## src/rtl/spi_cfg_pkg.sv

```systemverilog
// Shared definitions for the SPI configuration responder.
// Contents: frame geometry, register address map, FSM state type and a
// helper that tells whether an address is a writable configuration register.
package spi_cfg_pkg;

    localparam int unsigned FRAME_BITS = 16;
    localparam int unsigned HDR_BITS   = 8;
    localparam int unsigned DATA_BITS  = 8;
    localparam int unsigned ADDR_BITS  = 7;
    localparam int unsigned CNT_BITS   = 4;

    localparam logic [ADDR_BITS-1:0] ADDR_VER0 = 7'h00;
    localparam logic [ADDR_BITS-1:0] ADDR_VER1 = 7'h01;
    localparam logic [ADDR_BITS-1:0] ADDR_ADC  = 7'h02;
    localparam logic [ADDR_BITS-1:0] ADDR_ADCD = 7'h03;
    localparam logic [ADDR_BITS-1:0] ADDR_PLL  = 7'h04;
    localparam logic [ADDR_BITS-1:0] ADDR_RGT  = 7'h05;
    localparam logic [ADDR_BITS-1:0] ADDR_PWR  = 7'h06;
    localparam logic [ADDR_BITS-1:0] ADDR_STAT = 7'h07;

    typedef enum logic [2:0] {
        WAIT_CS,
        IDLE,
        CMD,
        WDATA,
        RDATA,
        DONE
    } spi_state_t;

    // True for the addresses backed by a writable configuration register.
    function automatic logic is_writable(input logic [ADDR_BITS-1:0] addr);
        return (addr == ADDR_ADC) || (addr == ADDR_PLL) ||
               (addr == ADDR_RGT) || (addr == ADDR_PWR);
    endfunction

endpackage

```

## src/rtl/spi_in_sync.sv

```systemverilog
// Synchronises the asynchronous SPI pins into clk and detects sclk edges.
// Ports:
//   clk, rst        system clock, synchronous active-high reset
//   cs, sclk, sdi   raw SPI pins
//   cs_s, sdi_s     synchronised chip select and data (last sync stage)
//   rise_c, fall_c  combinational one-clk sclk rise/fall strobes, aligned
//                   with sdi_s
module spi_in_sync
    import spi_cfg_pkg::*;
#(
    parameter int unsigned SYNC_STAGES = 2
) (
    input  logic clk,
    input  logic rst,
    input  logic cs,
    input  logic sclk,
    input  logic sdi,
    output logic cs_s,
    output logic sdi_s,
    output logic rise_c,
    output logic fall_c
);

    logic [SYNC_STAGES-1:0] cs_q;
    logic [SYNC_STAGES-1:0] sclk_q;
    logic [SYNC_STAGES-1:0] sdi_q;
    logic                   sclk_d;

    // cs chain resets to 0 so a frame already running at reset release is
    // seen as "selected" until the pin genuinely goes high.
    always_ff @(posedge clk) begin
        if (rst) begin
            cs_q   <= '0;
            sclk_q <= '0;
            sdi_q  <= '0;
            sclk_d <= 1'b0;
        end else begin
            cs_q   <= (cs_q   << 1) | SYNC_STAGES'(cs);
            sclk_q <= (sclk_q << 1) | SYNC_STAGES'(sclk);
            sdi_q  <= (sdi_q  << 1) | SYNC_STAGES'(sdi);
            sclk_d <= sclk_q[SYNC_STAGES-1];
        end
    end

    assign cs_s   = cs_q[SYNC_STAGES-1];
    assign sdi_s  = sdi_q[SYNC_STAGES-1];
    assign rise_c = sclk_q[SYNC_STAGES-1] & ~sclk_d;
    assign fall_c = ~sclk_q[SYNC_STAGES-1] & sclk_d;

endmodule

```

## src/rtl/spi_slave_regs.sv

```systemverilog
// SPI responder for the sensor configuration register bank.
// Frame: R/W bit (1 = read), 7 address bits MSB first, 8 data bits LSB first.
// Ports:
//   clk, rst             system clock, synchronous active-high reset
//   spi_cs/sclk/sdi      SPI pins (async), spi_sdo/spi_sdo_oe read data pad
//   adc_data             live value returned at 03H
//   cfg_adc/pll/rgt/pwr  configuration registers 02H/04H/05H[0]/06H
//   wr_stb, wr_addr      committed-write pulse and its address
//   frame_done           pulse when a frame reaches 16 bits
//   abort_cnt            saturating abort count (SPI_SLAVE_STATUS_EN only)
// Build option: define SPI_SLAVE_STATUS_EN to add status register 07H.
module spi_slave_regs
    import spi_cfg_pkg::*;
#(
    parameter int unsigned SYNC_STAGES = 2,
    parameter logic [7:0]  VER0        = 8'h01,
    parameter logic [7:0]  VER1        = 8'h02,
    parameter logic [7:0]  RST_ADC     = 8'h00,
    parameter logic [7:0]  RST_PLL     = 8'h08,
    parameter logic [7:0]  RST_RGT     = 8'h00,
    parameter logic [7:0]  RST_PWR     = 8'h39
) (
    input  logic       clk,
    input  logic       rst,
    input  logic       spi_cs,
    input  logic       spi_sclk,
    input  logic       spi_sdi,
    output logic       spi_sdo,
    output logic       spi_sdo_oe,
    input  logic [7:0] adc_data,
    output logic [7:0] cfg_adc,
    output logic [7:0] cfg_pll,
    output logic       cfg_rgt,
    output logic [7:0] cfg_pwr,
    output logic       wr_stb,
    output logic [6:0] wr_addr,
    output logic       frame_done
`ifdef SPI_SLAVE_STATUS_EN
    ,
    output logic [3:0] abort_cnt
`endif
);

    spi_state_t           state;
    logic [CNT_BITS-1:0]  bit_cnt;
    logic [ADDR_BITS-1:0] addr_q;
    logic [DATA_BITS-1:0] wdata;
    logic [DATA_BITS-1:0] rd_shift;
    logic [HDR_BITS-1:0]  hdr_next;
    logic [DATA_BITS-1:0] wdata_next;
    logic [DATA_BITS-1:0] rd_val;
    logic                 cs_s;
    logic                 sdi_s;
    logic                 rise_c;
    logic                 fall_c;
`ifdef SPI_SLAVE_STATUS_EN
    logic                 last_abort;
`endif

    spi_in_sync #(
        .SYNC_STAGES(SYNC_STAGES)
    ) u_sync (
        .clk   (clk),
        .rst   (rst),
        .cs    (spi_cs),
        .sclk  (spi_sclk),
        .sdi   (spi_sdi),
        .cs_s  (cs_s),
        .sdi_s (sdi_s),
        .rise_c(rise_c),
        .fall_c(fall_c)
    );

    // Header/data as they will look after the current sclk rise, plus the
    // read mux addressed by the just-completed header.
    always_comb begin
        hdr_next                  = {addr_q, sdi_s};
        wdata_next                = wdata;
        wdata_next[bit_cnt[2:0]]  = sdi_s;
        rd_val                    = 8'h00;
        case (hdr_next[ADDR_BITS-1:0])
            ADDR_VER0: rd_val = VER0;
            ADDR_VER1: rd_val = VER1;
            ADDR_ADC:  rd_val = cfg_adc;
            ADDR_ADCD: rd_val = adc_data;
            ADDR_PLL:  rd_val = cfg_pll;
            ADDR_RGT:  rd_val = {7'b0, cfg_rgt};
            ADDR_PWR:  rd_val = cfg_pwr;
`ifdef SPI_SLAVE_STATUS_EN
            ADDR_STAT: rd_val = {abort_cnt, 3'b000, last_abort};
`endif
            default:   rd_val = 8'h00;
        endcase
    end

    // Frame FSM, shift registers and register bank.
    always_ff @(posedge clk) begin
        if (rst) begin
            state      <= WAIT_CS;
            bit_cnt    <= '0;
            addr_q     <= '0;
            wdata      <= '0;
            rd_shift   <= '0;
            cfg_adc    <= RST_ADC;
            cfg_pll    <= RST_PLL;
            cfg_rgt    <= RST_RGT[0];
            cfg_pwr    <= RST_PWR;
            spi_sdo    <= 1'b0;
            spi_sdo_oe <= 1'b0;
            wr_stb     <= 1'b0;
            wr_addr    <= '0;
            frame_done <= 1'b0;
`ifdef SPI_SLAVE_STATUS_EN
            abort_cnt  <= '0;
            last_abort <= 1'b0;
`endif
        end else begin
            wr_stb     <= 1'b0;
            frame_done <= 1'b0;
            // Deselect takes priority over any sclk edge in the same clk.
            if ((state != WAIT_CS) && cs_s) begin
`ifdef SPI_SLAVE_STATUS_EN
                if ((state == CMD) || (state == WDATA) || (state == RDATA)) begin
                    if (abort_cnt != 4'hF) begin
                        abort_cnt <= abort_cnt + 4'd1;
                    end
                    last_abort <= 1'b1;
                end
`endif
                state      <= IDLE;
                bit_cnt    <= '0;
                spi_sdo_oe <= 1'b0;
                spi_sdo    <= 1'b0;
            end else begin
                case (state)
                    WAIT_CS: begin
                        if (cs_s) begin
                            state <= IDLE;
                        end
                    end
                    IDLE: begin
                        if (!cs_s) begin
                            bit_cnt <= '0;
                            addr_q  <= '0;
                            wdata   <= '0;
                            state   <= CMD;
                        end
                    end
                    CMD: begin
                        if (rise_c) begin
                            addr_q  <= hdr_next[ADDR_BITS-1:0];
                            bit_cnt <= bit_cnt + 4'd1;
                            if (bit_cnt == CNT_BITS'(HDR_BITS - 1)) begin
                                if (hdr_next[HDR_BITS-1]) begin
                                    rd_shift   <= rd_val;
                                    spi_sdo_oe <= 1'b1;
                                    state      <= RDATA;
                                end else begin
                                    state <= WDATA;
                                end
                            end
                        end
                    end
                    WDATA: begin
                        if (rise_c) begin
                            wdata   <= wdata_next;
                            bit_cnt <= bit_cnt + 4'd1;
                            if (bit_cnt == CNT_BITS'(FRAME_BITS - 1)) begin
                                frame_done <= 1'b1;
                                state      <= DONE;
`ifdef SPI_SLAVE_STATUS_EN
                                last_abort <= 1'b0;
`endif
                                if (is_writable(addr_q)) begin
                                    wr_stb  <= 1'b1;
                                    wr_addr <= addr_q;
                                    case (addr_q)
                                        ADDR_ADC: cfg_adc <= wdata_next;
                                        ADDR_PLL: cfg_pll <= wdata_next;
                                        ADDR_RGT: cfg_rgt <= wdata_next[0];
                                        ADDR_PWR: cfg_pwr <= wdata_next;
                                        default:  ;
                                    endcase
                                end
                            end
                        end
                    end
                    RDATA: begin
                        // Each fall presents the next bit, LSB first.
                        if (fall_c) begin
                            spi_sdo  <= rd_shift[0];
                            rd_shift <= {1'b0, rd_shift[DATA_BITS-1:1]};
                        end
                        if (rise_c) begin
                            bit_cnt <= bit_cnt + 4'd1;
                            if (bit_cnt == CNT_BITS'(FRAME_BITS - 1)) begin
                                frame_done <= 1'b1;
                                spi_sdo_oe <= 1'b0;
                                spi_sdo    <= 1'b0;
                                state      <= DONE;
`ifdef SPI_SLAVE_STATUS_EN
                                last_abort <= 1'b0;
`endif
                            end
                        end
                    end
                    DONE: begin
                        spi_sdo_oe <= 1'b0;
                        spi_sdo    <= 1'b0;
                    end
                    default: state <= WAIT_CS;
                endcase
            end
        end
    end

endmodule

```

## config.mk

```make
export PLATFORM = sky130hd
export DESIGN_NAME = spi_slave_regs
export DESIGN_NICKNAME = d
export VERILOG_FILES = /design/src/rtl/spi_cfg_pkg.sv /design/src/rtl/spi_in_sync.sv /design/src/rtl/spi_slave_regs.sv
export SDC_FILE = /design/constraint.sdc
export NUM_CORES = 1
export LEC_CHECK = 0
export CORE_MARGIN = 3
export CORE_UTILIZATION = 35
export CTS_BUF_LIST = sky130_fd_sc_hd__clkbuf_2 sky130_fd_sc_hd__clkbuf_4 sky130_fd_sc_hd__clkbuf_8
export CTS_CLUSTER_SIZE = 10
export DETAILED_ROUTE_END_ITERATION = 8
export DONT_BUFFER_PORTS = 1
export GPL_TIMING_DRIVEN = 0
export HOLD_SLACK_MARGIN = 0.06
export PLACE_DENSITY = 0.49
export SLEW_MARGIN = 40
export SYNTH_ARGS = -nofsm -noshare
export SYNTH_HDL_FRONTEND = slang
export SYNTH_SLANG_ARGS = --single-unit
```

## constraint.sdc

```tcl
create_clock -name clk -period 2.8 [get_ports clk]
set_clock_uncertainty 0.2 [all_clocks]
set_input_delay 0.56 -clock clk [delete_from_list [all_inputs] [get_ports clk]]
set_output_delay 0.56 -clock clk [all_outputs]
set_load 0.05 [all_outputs]
```

* Word level (Yosys, flattened, before mapping)
Index checks and enable logic that the tools add are counted. W data, S select, Z words.
Word-level totals: register bits 73, input bits 13, output and inout port bits 36, logic and storage cells 141
Cells by class: order comparisons 2, reductions and logical operators 31, bitwise gates (word level) 13, equality and inequality tests 36, muxes and demuxes 39, $add $sub $neg 1
Operators by type and width (count):
- $pmux W8 S7 | 1
- $mux W8 | 6
- $eq A7 B3 Y1 const B | 6
- $reduce_and A6 Y1 | 6
- $pmux W8 S2 | 2
- $eq A7 B2 Y1 const B | 3
- $mux W3 | 7
- $ne A2 B2 Y1 const B | 9
- $pmux W3 S5 | 1
- $mux W7 | 2
- $pmux W7 S2 | 1
- $reduce_and A7 Y1 | 2
- $mux W1 | 12
- $reduce_bool A2 Y1 | 5
- $ne A3 B3 Y1 const B | 3
- $bwmux W8 | 1
- $mux W4 | 2
- $ne A2 B1 Y1 const B | 4
- $not A1 Y1 | 8
- $pmux W4 S2 | 1
- $reduce_and A4 Y1 | 2
- $eq A7 B1 Y1 const B | 1
- $logic_not A7 Y1 | 1
- $eq A3 B2 Y1 const B | 2
- 24 further kinds | 34

* Logic depth before layout (Yosys ltp)
Gate-level depths: netlist of run 1.
word-level depth 7, depth in mapped cells 9, mapped depth without buffers 6

* By module
Synthesis of run 1 repeated with hierarchy kept, for this count alone.
Unflattened totals: cells, all modules 388, area total of the unflattened synthesis 3360.7 um2
Modules (own cells, without submodules):
- spi_slave_regs | instances 1, cells an instance 372, seq. area each 1321.3 um2, area an instance 3164.3 um2
- spi_in_sync | instances 1, cells an instance 16, seq. area each 140.1 um2, area an instance 196.4 um2

* Least setup slack after synthesis of run 1
No wires, ideal clock.
path type register -> register, from register bit_cnt[0], to register cfg_pll[3], library setup time 0.129 ns, cell stages (with the launch flop) 9, data required time 2.471 ns, buffers on the path 2, clock period less this slack 1.934 ns, path slack 0.866 ns, arrival time 1.605 ns, path through dfxtp_1 ha_1 and4b_1 buf_6 nand4_2 nor3_4 buf_6 mux2i_1 nand2_1
On the way: word-level cells in the longest chain between the ends 5, elaborated cells on any way between the ends 8, classes of those cells order compare (2); eq/ne (1); mux (3); reduce/logical (2)
RTL lines:
- start: declaration | line spi_slave_regs.sv:45 | logic [CNT_BITS-1:0] bit_cnt;
- start signal: assignment | line spi_slave_regs.sv:152 | bit_cnt <= bit_cnt + 4'd1;
- start signal: assignment | line spi_slave_regs.sv:167 | bit_cnt <= bit_cnt + 4'd1;
- start signal: assignment | line spi_slave_regs.sv:195 | bit_cnt <= bit_cnt + 4'd1;
- $lt A3 B4 Y1 (implied by the code) or $ge A3 B1 Y1 (tied branches) | line spi_slave_regs.sv:79 | wdata_next[bit_cnt[2:0]] = sdi_s;
- $logic_and A1 B1 Y1 (implied by the code) | line spi_slave_regs.sv:79
- $mux W1 (implied by the code) | line spi_slave_regs.sv:79
- $demux W1 S3 | line spi_slave_regs.sv:79
- $bwmux W8 | line spi_slave_regs.sv:79
- end signal: assignment | line spi_slave_regs.sv:179 | ADDR_PLL: cfg_pll <= wdata_next;
- end: declaration | line spi_slave_regs.sv:32 | output logic [7:0] cfg_pll,
Parallel ways exist; a longest one is shown, timed or not. A chain may end at the register's enable or synchronous reset.

* Worst setup path after layout of run 1
from register u_sync.sdi_q[1], to register cfg_adc[2]
On the way: word-level cells in the longest chain between the ends 1
RTL lines:
- start: declaration | line spi_in_sync.sv:26 | logic [SYNC_STAGES-1:0] sdi_q;
- start signal: assignment | line spi_in_sync.sv:40 | sdi_q <= (sdi_q << 1) | SYNC_STAGES'(sdi);
- $bwmux W8 | line spi_slave_regs.sv:79
- end signal: assignment | line spi_slave_regs.sv:178 | ADDR_ADC: cfg_adc <= wdata_next;
- end: declaration | line spi_slave_regs.sv:31 | output logic [7:0] cfg_adc,
No other way between the ends.

==> reports/metrics.yaml, run 1 <==
run_status:
  status: "completed"
global_route:
  grt_pass1_wl_um: 16010
  grt_max_degree: 14
  grt_use_total: 0.1843
  grt_pass1_vias: 2830
  grt_antenna_before_repair: 0
  overflow: 0
placement:
  dp_hpwl_um: 7163
  port_buffers: 0
  gp_congestion: 0.8524
  pre_cts_ws_ns: 0.4724
  place_area_um2: 3627
clock_tree:
  cts_max_path_buffers: 2
  clkSlewWorstSetupHoldPaths_ns: 0.08
  cts_tree: "built"
  numCtsBuffers: 9
  cts-htree-levels: 3
  cts.sinks: 73
  cts_root_buf: "clkbuf_8"
  hold_buffers: 0
  postCtsSetupBuffers: 0
  clk_latency_ns: 0.35
  post_cts_resized: 0
yosys:
  synth_compound_area_frac: 0.1744
  synth.distinct_cells: 59
  synth_top_family_by_area: "simple AND/OR/NAND/NOR gates"
  synth_edf_count: 0
  yosys.area_share.simple: 0.2498
  syn_inst: 390
  synthAdderAreaFrac: 0.003610
  ys_ff_latch: 73
  async_reset_ff_frac: 0
  ys_top_cells_by_area: "dfxtp_1, mux2i_1, nand2_1, nor2_1, a21oi_1"
  syn_area_um2: 3466
  synth_top_area_share: 0.4217
  synthMuxAreaShare: 0.09675
  synth_xor_area_frac: 0
  yosysSeqAreaShare: 0.4217
  yosysWarningCount: 0
  yosys.area.top_type: "dfxtp_1"
  synth_fp_nets: 404
  avgSynthCellArea_um2: 8.887
  synth_ff_type: "dfxtp_1"
critical_path:
  arrival_ns: 2.37
  rr_worst_depth: 6
  crit_start: "u_sync.sdi_q[1]"
  cpMostUsedCell: "clkbuf_1"
  cp_slowest_stage_delay_ns: 0.55
  crit_fanout: 10
  rr_endpoint: "cfg_adc[2]"
  path_cells: "clkbuf_1 -> clkbuf_1 -> mux2i_1 -> nor2_1 -> nand2_1 -> o21ai_1"
  cp-end-kind: "flop"
  required_ns: 2.88
  critPathKind: "reg2reg"
  cp-start-kind: "flop"
  r2r_start: "u_sync.sdi_q[1]"
  rrSetupSlack_ns: 0.51
  cp_slowest_cell: "clkbuf_1"
timing:
  setup_slack_ns: 0.5142
  period_share: 0.8163
  rsz0062_at_grt: "false"
  period_needed_ns: 2.286
  worstMarginPinSlew_ns: 0.7961
  hold_viol: 0
  timing.fmax_mhz: 437.5
  slew_viol_final: 0
  setup_viol: 0
  fin_setup_tns_ns: 0
  relSlewSlack: 0.4669
detailed_routing:
  wl_per_cell_um: 18.58
  firstDrtPassIters: 4
  remaining_drc_errors: 0
  drt_iter0_drc: 175
  routed_wl_um: 9924
  ant_nets: 0
  vias_per_cell: 5.401
  vias: 2884
final_layout:
  drive_above_1_share: 0.1210
  nets: 415
  synthToLayoutAreaGrowth_pct: 11.05
  fillers: 959
  n_antenna_cell: 0
  fin_area_um2: 3849
  postLayoutCoreUtil: 0.4088
floorplan:
  start_util: 0.3681
  die_y_um: 105.5
  fp.dieW_um: 105.5
  rows: 35
  core_area_um2: 9415
  dieArea_um2: 11130
  io_pins: 49
hold_path:
  hold_path_depth: 1
  hold_end: "u_sync.cs_q[0]"
  min-delay-start: "spi_cs"
  hp-class: "in2reg"
flow_run:
  maxCapViolations: 0
pwr:
  powerDensity_nw_per_um2: 531.6
  leakagePower_nw: 1.319
  power_w: 0.002046
  ir_worst_vdd_v: 0.0003050
## metrics by stage
| stage | std cells | hold WS (ns) |
|---|---|---|
| 6_report | 534 | 0.1401 |
| 2_1_floorplan | 390 | 0.2138 |
| 3_3_place_gp | 519 | 0.2227 |
| 4_1_cts | 534 | 0.1257 |
| 3_5_place_dp | 519 | 0.2273 |
| 5_1_grt | 534 | 0.1270 |
## power breakdown
part           internal (W)  switching (W)
registers           0.00105     0.00000488
clock network      0.000501       0.000413
logic             0.0000229      0.0000577
## critical path, delay by kind of cell, from the launching register on
kind	cells	cell delay [ns]
buf+inv	2	1.07
flops	1	0.33
mux	1	0.15
simple gates	2	0.38
compound gates	1	0.07
## worst max path at each step
stage | end | depth (start not counted)
floorplan | cfg_pll[3] | 8
global placement | cfg_rgt | 4
detailed placement | cfg_rgt | 4
CTS | cfg_adc[2] | 6
global route | cfg_pwr[6] | 6
finish | cfg_adc[2] | 6
## cells in the mapped netlist (all sizes together) (8+ instances only)
master  instances
mux2i          29
nor2           44
a21oi          23
clkbuf         18
nor3           14
nand2          43
o21ai          18
o32ai           8
dfxtp          73
a22oi          12
buf            12
a211oi          8
nor2b          10
## final cells by class
type,count,area [µm²],share of cell area
Sequential cell,73,1461,0.3797
Buffer,30,160.2,0.04161
Clock inverter,6,92.59,0.02406
Clock buffer,9,123.9,0.03218
Tap cell,129,161.4,0.04194
Multi-Input combinational cell,280,1823,0.4737
Inverter,7,26.28,0.006827
## placed cells by master (no fill, tap or decap), types with 6 or more instances in the layout
cell type,synthesis,layout
dfxtp_1,73,73
nand2_1,43,43
nor2_1,42,42
mux2i_1,29,29
a21oi_1,20,20
clkbuf_1,18,18
o21ai_0,12,12
nor3_1,13,12
a22oi_1,12,12
nor2b_1,10,10
clkbuf_8,0,9
o32ai_1,8,8
inv_1,7,7
a211oi_1,7,7
nand2b_1,6,6
o21ai_1,6,6
and2_1,6,6
## kinds of logic (layout without fill, tap and decap cells)
group	after synthesis	count (layout)
DFF	73	73
buffers and inverters	37	52
adders and majority gates	1	1
muxes	33	33
AOI/OAI and AO/OA	88	88
and+or+nand+nor	158	158
## layer usage
layer / vias up / wire, µm / track usage
met3: 11 / 548 / 0.05205
met5: - / 0 / 0
met4: 0 / 97 / 0.05643
met2: 64 / 4479 / 0.2796
met1: 1391 / 4799 / 0.2537
li1: 1418 / - / -
## flip-flops by register name, summed over array words and instances (netlist names), 2 cells and up
signal         count
cfg_adc            8
cfg_pll            8
cfg_pwr            8
rd_shift           8
wdata              8
addr_q             7
wr_addr            7
bit_cnt            4
state              3
u_sync.cs_q        2
u_sync.sclk_q      2
u_sync.sdi_q       2
Note: power is estimated with default switching activity, not from simulation.
==> run 2: changes to the inputs <==
- clock period: 2.8 -> 2.25 ns (I/O delays scaled with it)
==> run 2 against run 1 <==
Sequential share of layout area decreased by 0.61 points; critical path depth unchanged; final cell count increased by 0.94%; cell area increased by 1.6%; fmax increased by 8.9%; setup slack got worse by 0.36 ns; combinational power increased by 29%; clock-buffer cell count unchanged; first-iteration DRC count decreased by 3.4%; non-clock buffer count increased by 5; critical path type unchanged; die area unchanged; largest power group unchanged.
==> reports/metrics.yaml, run 2 (same netlist as run 1, synthesis figures left out) <==
timing:
  period_needed_ns: 2.099  # -0.1872 ns
  hold_viol: 0  # unchanged
  period_share: 0.9327  # +0.1164
  fin_setup_tns_ns: 0  # unchanged
  timing.fmax_mhz: 476.5  # +8.9%
  whs_ns: 0.2445  # +0.1044 ns
  rsz0062_at_grt: "false"
  relSlewSlack: 0.4574  # -0.009525
  setup_viol: 0  # unchanged
  worstMarginPinSlew_ns: 0.8104  # +0.01422 ns
  slew_viol_final: 0  # unchanged
global_route:
  met2_usage: 0.2814  # +0.001821
  grt_antenna_before_repair: 0  # unchanged
  grt_pass1_wl_um: 16060  # +0.31%
  grt_use_met3: 0.05205  # unchanged
  grt_use_total: 0.1846  # +0.0003865
  overflow: 0  # unchanged
  grt_max_degree: 14  # unchanged
  grt_most_used_layer: "met2"
  grt_pass1_vias: 2847  # +0.60%
  grt_use_met1: 0.2533  # -0.0003786
floorplan:
  rows: 35  # unchanged
  fp.dieW_um: 105.5  # unchanged
  core_area_um2: 9415  # unchanged
  die_y_um: 105.5  # unchanged
  io_pins: 49  # unchanged
  start_util: 0.3681  # unchanged
  dieArea_um2: 11130  # unchanged
placement:
  gp_congestion: 0.8524  # unchanged
  port_buffers: 0  # unchanged
  dp_hpwl_um: 7163  # unchanged
  place_area_um2: 3627  # unchanged
final_layout:
  mostFrequentLayoutCell: "dfxtp_1"
  fillers: 956  # -0.31%
  drive_above_1_share: 0.1341  # +0.01316
  fin_area_um2: 3911  # +1.6%
  n_antenna_cell: 0  # unchanged
  synthToLayoutAreaGrowth_pct: 12.85
  postLayoutCoreUtil: 0.4154  # +0.006644
  nets: 420  # +1.2%
  mostFrequentLayoutCells: "dfxtp_1, nand2_1, nor2_1, mux2i_1, a21oi_1"
critical_path:
  arrival_ns: 2.19  # -0.18 ns
  critPathKind: "reg2reg"
  cp-start-kind: "flop"
  cp-end-kind: "flop"
  crit_fanout: 10  # unchanged
  required_ns: 2.34  # -0.54 ns
detailed_routing:
  firstDrtPassIters: 4  # unchanged
  wl_per_cell_um: 18.46  # -0.69%
  ant_nets: 0  # unchanged
  vias_per_cell: 5.429  # +0.52%
  remaining_drc_errors: 0  # unchanged
  vias: 2926  # +1.5%
  routed_wl_um: 9948  # +0.24%
  drt_iter0_drc: 169  # -3.4%
clock_tree:
  cts_root_buf: "clkbuf_8"
  numCtsBuffers: 9  # unchanged
  cts-htree-levels: 3  # unchanged
  cts_tree: "built"
  cts_max_path_buffers: 2  # unchanged
  cts.sinks: 73  # unchanged
  clkSlewWorstSetupHoldPaths_ns: 0.08  # about the same
  clk_latency_ns: 0.35  # about the same
pwr:
  power.internal_w: 0.001957  # +25%
  p_sw_frac: 0.2322  # -0.0004956
  leakagePower_nw: 1.359  # +3.0%
  pwr-share-clk: 0.446  # about the same
  combPwrFrac: 0.041  # +0.002
  power_frac_seq: 0.513  # about the same
  ir_worst_vdd_v: 0.0003802  # +25%
  power_w: 0.002549  # +25%
  power.switching_w: 0.0005918  # +24%
  powerDensity_nw_per_um2: 651.7  # +23%
run_status:
  status: "completed"
hold_path:
  hp-class: "reg2reg"
flow_run:
  maxCapViolations: 0  # unchanged
## run 2: changes by cell type in the layout (fill, tap and decap cells not counted)
cell	change
and3_1	-1
and3_2	+1
buf_4	+1
buf_6	+1
clkbuf_1	-3
clkbuf_2	+3
dlygate4sd3_1	+3
nor4_2	-1
nor4_4	+1
## run 2: repair_timing
action / 4_1_cts / 5_1_grt
buffers inserted: 0 / 2
resized for setup: 1 / 7
pin swaps: 0 / 1
hold endpoints to repair: 3 / 0
hold buffers: 3 / 0
setup endpoints to repair: 2 / 8
## run 2: layer usage
layer  vias to the layer above  share of wire
met1                      1409           0.47
met2                        77           0.45
met4                         0          0.010
li1                       1430              -
met5                         -              0
met3                        10          0.067
## run 2: final timing paths
| kind | start | end | slack (ns) | depth (start not counted) |
|---|---|---|---|---|
| hold / removal | u_sync.cs_q[0] | u_sync.cs_q[1] | 0.24 | 1 |
| setup reg to reg | bit_cnt[0] | cfg_adc[1] | 0.15 | 6 |
| setup / recovery | bit_cnt[0] | cfg_adc[1] | 0.15 | 6 |
| hold reg to reg | u_sync.cs_q[0] | u_sync.cs_q[1] | 0.24 | 1 |
## run 2: power by group through the flow
stage | logic, W | registers [W] | clock network [W]
floorplan | 0.0000692 | 0.00134 | 0
global placement | 0.0000994 | 0.00134 | 0
detailed placement | 0.0000997 | 0.00134 | 0
CTS | 0.000104 | 0.00131 | 0.00117
global route | 0.000115 | 0.00131 | 0.00122
finish | 0.000104 | 0.00131 | 0.00114
## run 2: critical path: stages (launching register included)
cell and delay, ns:
dfxtp_1 0.34, clkbuf_1 0.35, or3b_2 0.54, mux2i_1 0.14, nor2_1 0.30, nand2_1 0.10
o21ai_1 0.08
## run 2: final cells by class
type                    count  area, µm²  share of cell area
multi-input cells         280       1833              0.4687
flip-flops and latches     73       1461              0.3736
plain buffers              30      167.7             0.04287
well taps                 129      161.4             0.04127
clock buffers               9      123.9             0.03167
clock inverters             6      92.59             0.02367
repair buffers              5      45.04             0.01152
inverters                   7      26.28            0.006718
## run 2: through the flow
step | instances | setup slack, ns
2_1_floorplan | 390 | 0.3162
3_3_place_gp | 519 | 0.02254
3_5_place_dp | 519 | 0.02014
4_1_cts | 537 | 0.006670
5_1_grt | 539 | 0.008725
6_report | 539 | 0.1514
==> run 3: changes to the inputs <==
- ABC_CLOCK_PERIOD_IN_PS: default -> 2250
- SETUP_SLACK_MARGIN: default -> 0.02
==> run 3 against run 2 <==
Total power hardly changed; register-to-register slack hardly changed; cell area increased by 0.61%.
==> reports/metrics.yaml, run 3 (same netlist as run 1, synthesis figures left out) <==
timing:
  period_needed_ns: 2.091  # -0.007707 ns
  worstMarginPinSlew_ns: 0.8115  # +0.001085 ns
  setup_viol: 0  # unchanged
  hold_viol: 0  # unchanged
  slew_viol_final: 0  # unchanged
  timing.fmax_mhz: 478.3  # +0.37%
  fin_setup_tns_ns: 0  # unchanged
  rsz0062_at_grt: "false"
  relSlewSlack: 0.4566  # -0.0007260
  period_share: 0.9293  # -0.003425
detailed_routing:
  wl_per_cell_um: 18.31  # -0.77%
  routed_wl_um: 9926  # -0.22%
  vias: 2917  # -0.31%
  drt_iter0_drc: 134  # -21%
  firstDrtPassIters: 5  # +1
  vias_per_cell: 5.382  # -0.86%
  ant_nets: 0  # unchanged
  remaining_drc_errors: 0  # unchanged
clock_tree:
  cts_tree: "built"
  clkSlewWorstSetupHoldPaths_ns: 0.08  # about the same
  numCtsBuffers: 9  # unchanged
  clk_latency_ns: 0.35  # about the same
  cts_max_path_buffers: 2  # unchanged
  cts-htree-levels: 3  # unchanged
  cts.sinks: 73  # unchanged
  cts_root_buf: "clkbuf_8"
critical_path:
  rrSetupSlack_ns: 0.16  # about the same
  required_ns: 2.27  # -0.07 ns
  rr_endpoint: "cfg_pll[3]"
  crit_fanout: 8  # -2
  crit_end: "cfg_pll[3]"
  cpMostUsedCell: "buf_6"
  critPathKind: "reg2reg"
  cp_num_buf_inv: 2  # +1
  cp-start-kind: "flop"
  crit_cells: 8  # +2
  crit_start: "bit_cnt[1]"
  path_cells: "ha_1 -> and4b_1 -> buf_6 -> nand4_2 -> nor3_4 -> buf_6 -> mux2i_1 -> nand2_1"
  rr_worst_depth: 8  # +2
  cp_slowest_stage_delay_ns: 0.35  # -0.19 ns
  cp_top_family: "simple AND/OR/NAND/NOR gates"
  cp-end-kind: "flop"
  r2r_start: "bit_cnt[1]"
  cp_slowest_cell: "dfxtp_1"
  arrival_ns: 2.11  # -0.08 ns
floorplan:
  fp.dieW_um: 105.5  # unchanged
  rows: 35  # unchanged
  die_y_um: 105.5  # unchanged
  dieArea_um2: 11130  # unchanged
  io_pins: 49  # unchanged
  core_area_um2: 9415  # unchanged
  start_util: 0.3681  # unchanged
global_route:
  grt_use_total: 0.1846  # unchanged
  overflow: 0  # unchanged
  grt_pass1_wl_um: 16060  # unchanged
  grt_max_degree: 14  # unchanged
  grt_pass1_vias: 2847  # unchanged
  grt_antenna_before_repair: 0  # unchanged
run_status:
  status: "completed"
final_layout:
  n_antenna_cell: 0  # unchanged
  mostFrequentLayoutCells: "dfxtp_1, nand2_1, nor2_1, mux2i_1, a21oi_1"
  mostFrequentLayoutCell: "dfxtp_1"
  postLayoutCoreUtil: 0.4179  # +0.002525
  drive_above_1_share: 0.1429  # +0.008711
  fillers: 954  # -0.21%
  nets: 423  # +0.71%
  synthToLayoutAreaGrowth_pct: 13.54
placement:
  port_buffers: 0  # unchanged
  dp_hpwl_um: 7163  # unchanged
  gp_congestion: 0.8524  # unchanged
flow_run:
  maxCapViolations: 0  # unchanged
pwr:
  leakagePower_nw: 1.378  # +1.5%
  ir_worst_vdd_v: 0.0003801  # about the same
  powerDensity_nw_per_um2: 648.4  # -0.51%
hold_path:
  hp-class: "reg2reg"
## run 3: changes by cell type in the layout (fill, tap and decap cells not counted)
cell,change
clkbuf_2,+1
buf_4,+3
clkbuf_1,-1
## run 3: cell type report
cell class,count,area [µm²],share of cell area
inverter,7,26.28,0.006677
sequential,73,1461,0.3714
multi-input combinational,280,1833,0.4658
clock buffer,9,123.9,0.03148
timing repair buffer,8,67.56,0.01717
clock inverter,6,92.59,0.02353
buffer,30,168.9,0.04293
tap,129,161.4,0.04102
## run 3: timing repair
| action | CTS | global route |
|---|---|---|
| pin swaps | 1 | 1 |
| resized for setup | 1 | 9 |
| cloned | 0 | 0 |
| hold buffers | 3 | 0 |
| endpoints found under the hold margin | 3 | 0 |
| endpoints found under the setup margin | 10 | 12 |
| buffers inserted | 0 | 5 |
## run 3: where the power goes
part,internal [W],leakage (nW),switching (W)
Combinational,0.0000320,0.687,0.0000719
Clock,0.000624,0.102,0.000516
Sequential,0.00130,0.590,0.00000618
## run 3: worst min path at each step
stage,startpoint,endpoint,depth (start not counted)
2_1_floorplan,u_sync.cs_q[0],u_sync.cs_q[1],1
3_3_place_gp,u_sync.sdi_q[0],u_sync.sdi_q[1],1
3_5_place_dp,u_sync.sdi_q[0],u_sync.sdi_q[1],1
4_1_cts,u_sync.cs_q[0],u_sync.cs_q[1],1
5_1_grt,u_sync.sdi_q[0],u_sync.sdi_q[1],1
6_report,u_sync.cs_q[0],u_sync.cs_q[1],1
## run 3: stage by stage
step	total power, W	worst slack (ns)	std cells	hold WS [ns]	cell area [µm²]
floorplan	0.001405	0.3162	390	0.2138	3466
global placement	0.001437	0.02254	519	0.2227	3627
detailed placement	0.001437	0.02014	519	0.2273	3627
CTS	0.002587	0.05061	537	0.2521	3875
global route	0.002648	0.02663	542	0.2645	3935
finish	0.002551	0.1591	542	0.2445	3935
## run 3: routing by layer
layer,routed length (µm),vias to the layer above,track usage,part of all wire
met4,89,0,0.05643,0.0090
met2,4480,85,0.2814,0.45
met5,0,-,0,0
li1,-,1438,-,-
met3,758,9,0.05205,0.076
met1,4597,1385,0.2533,0.46
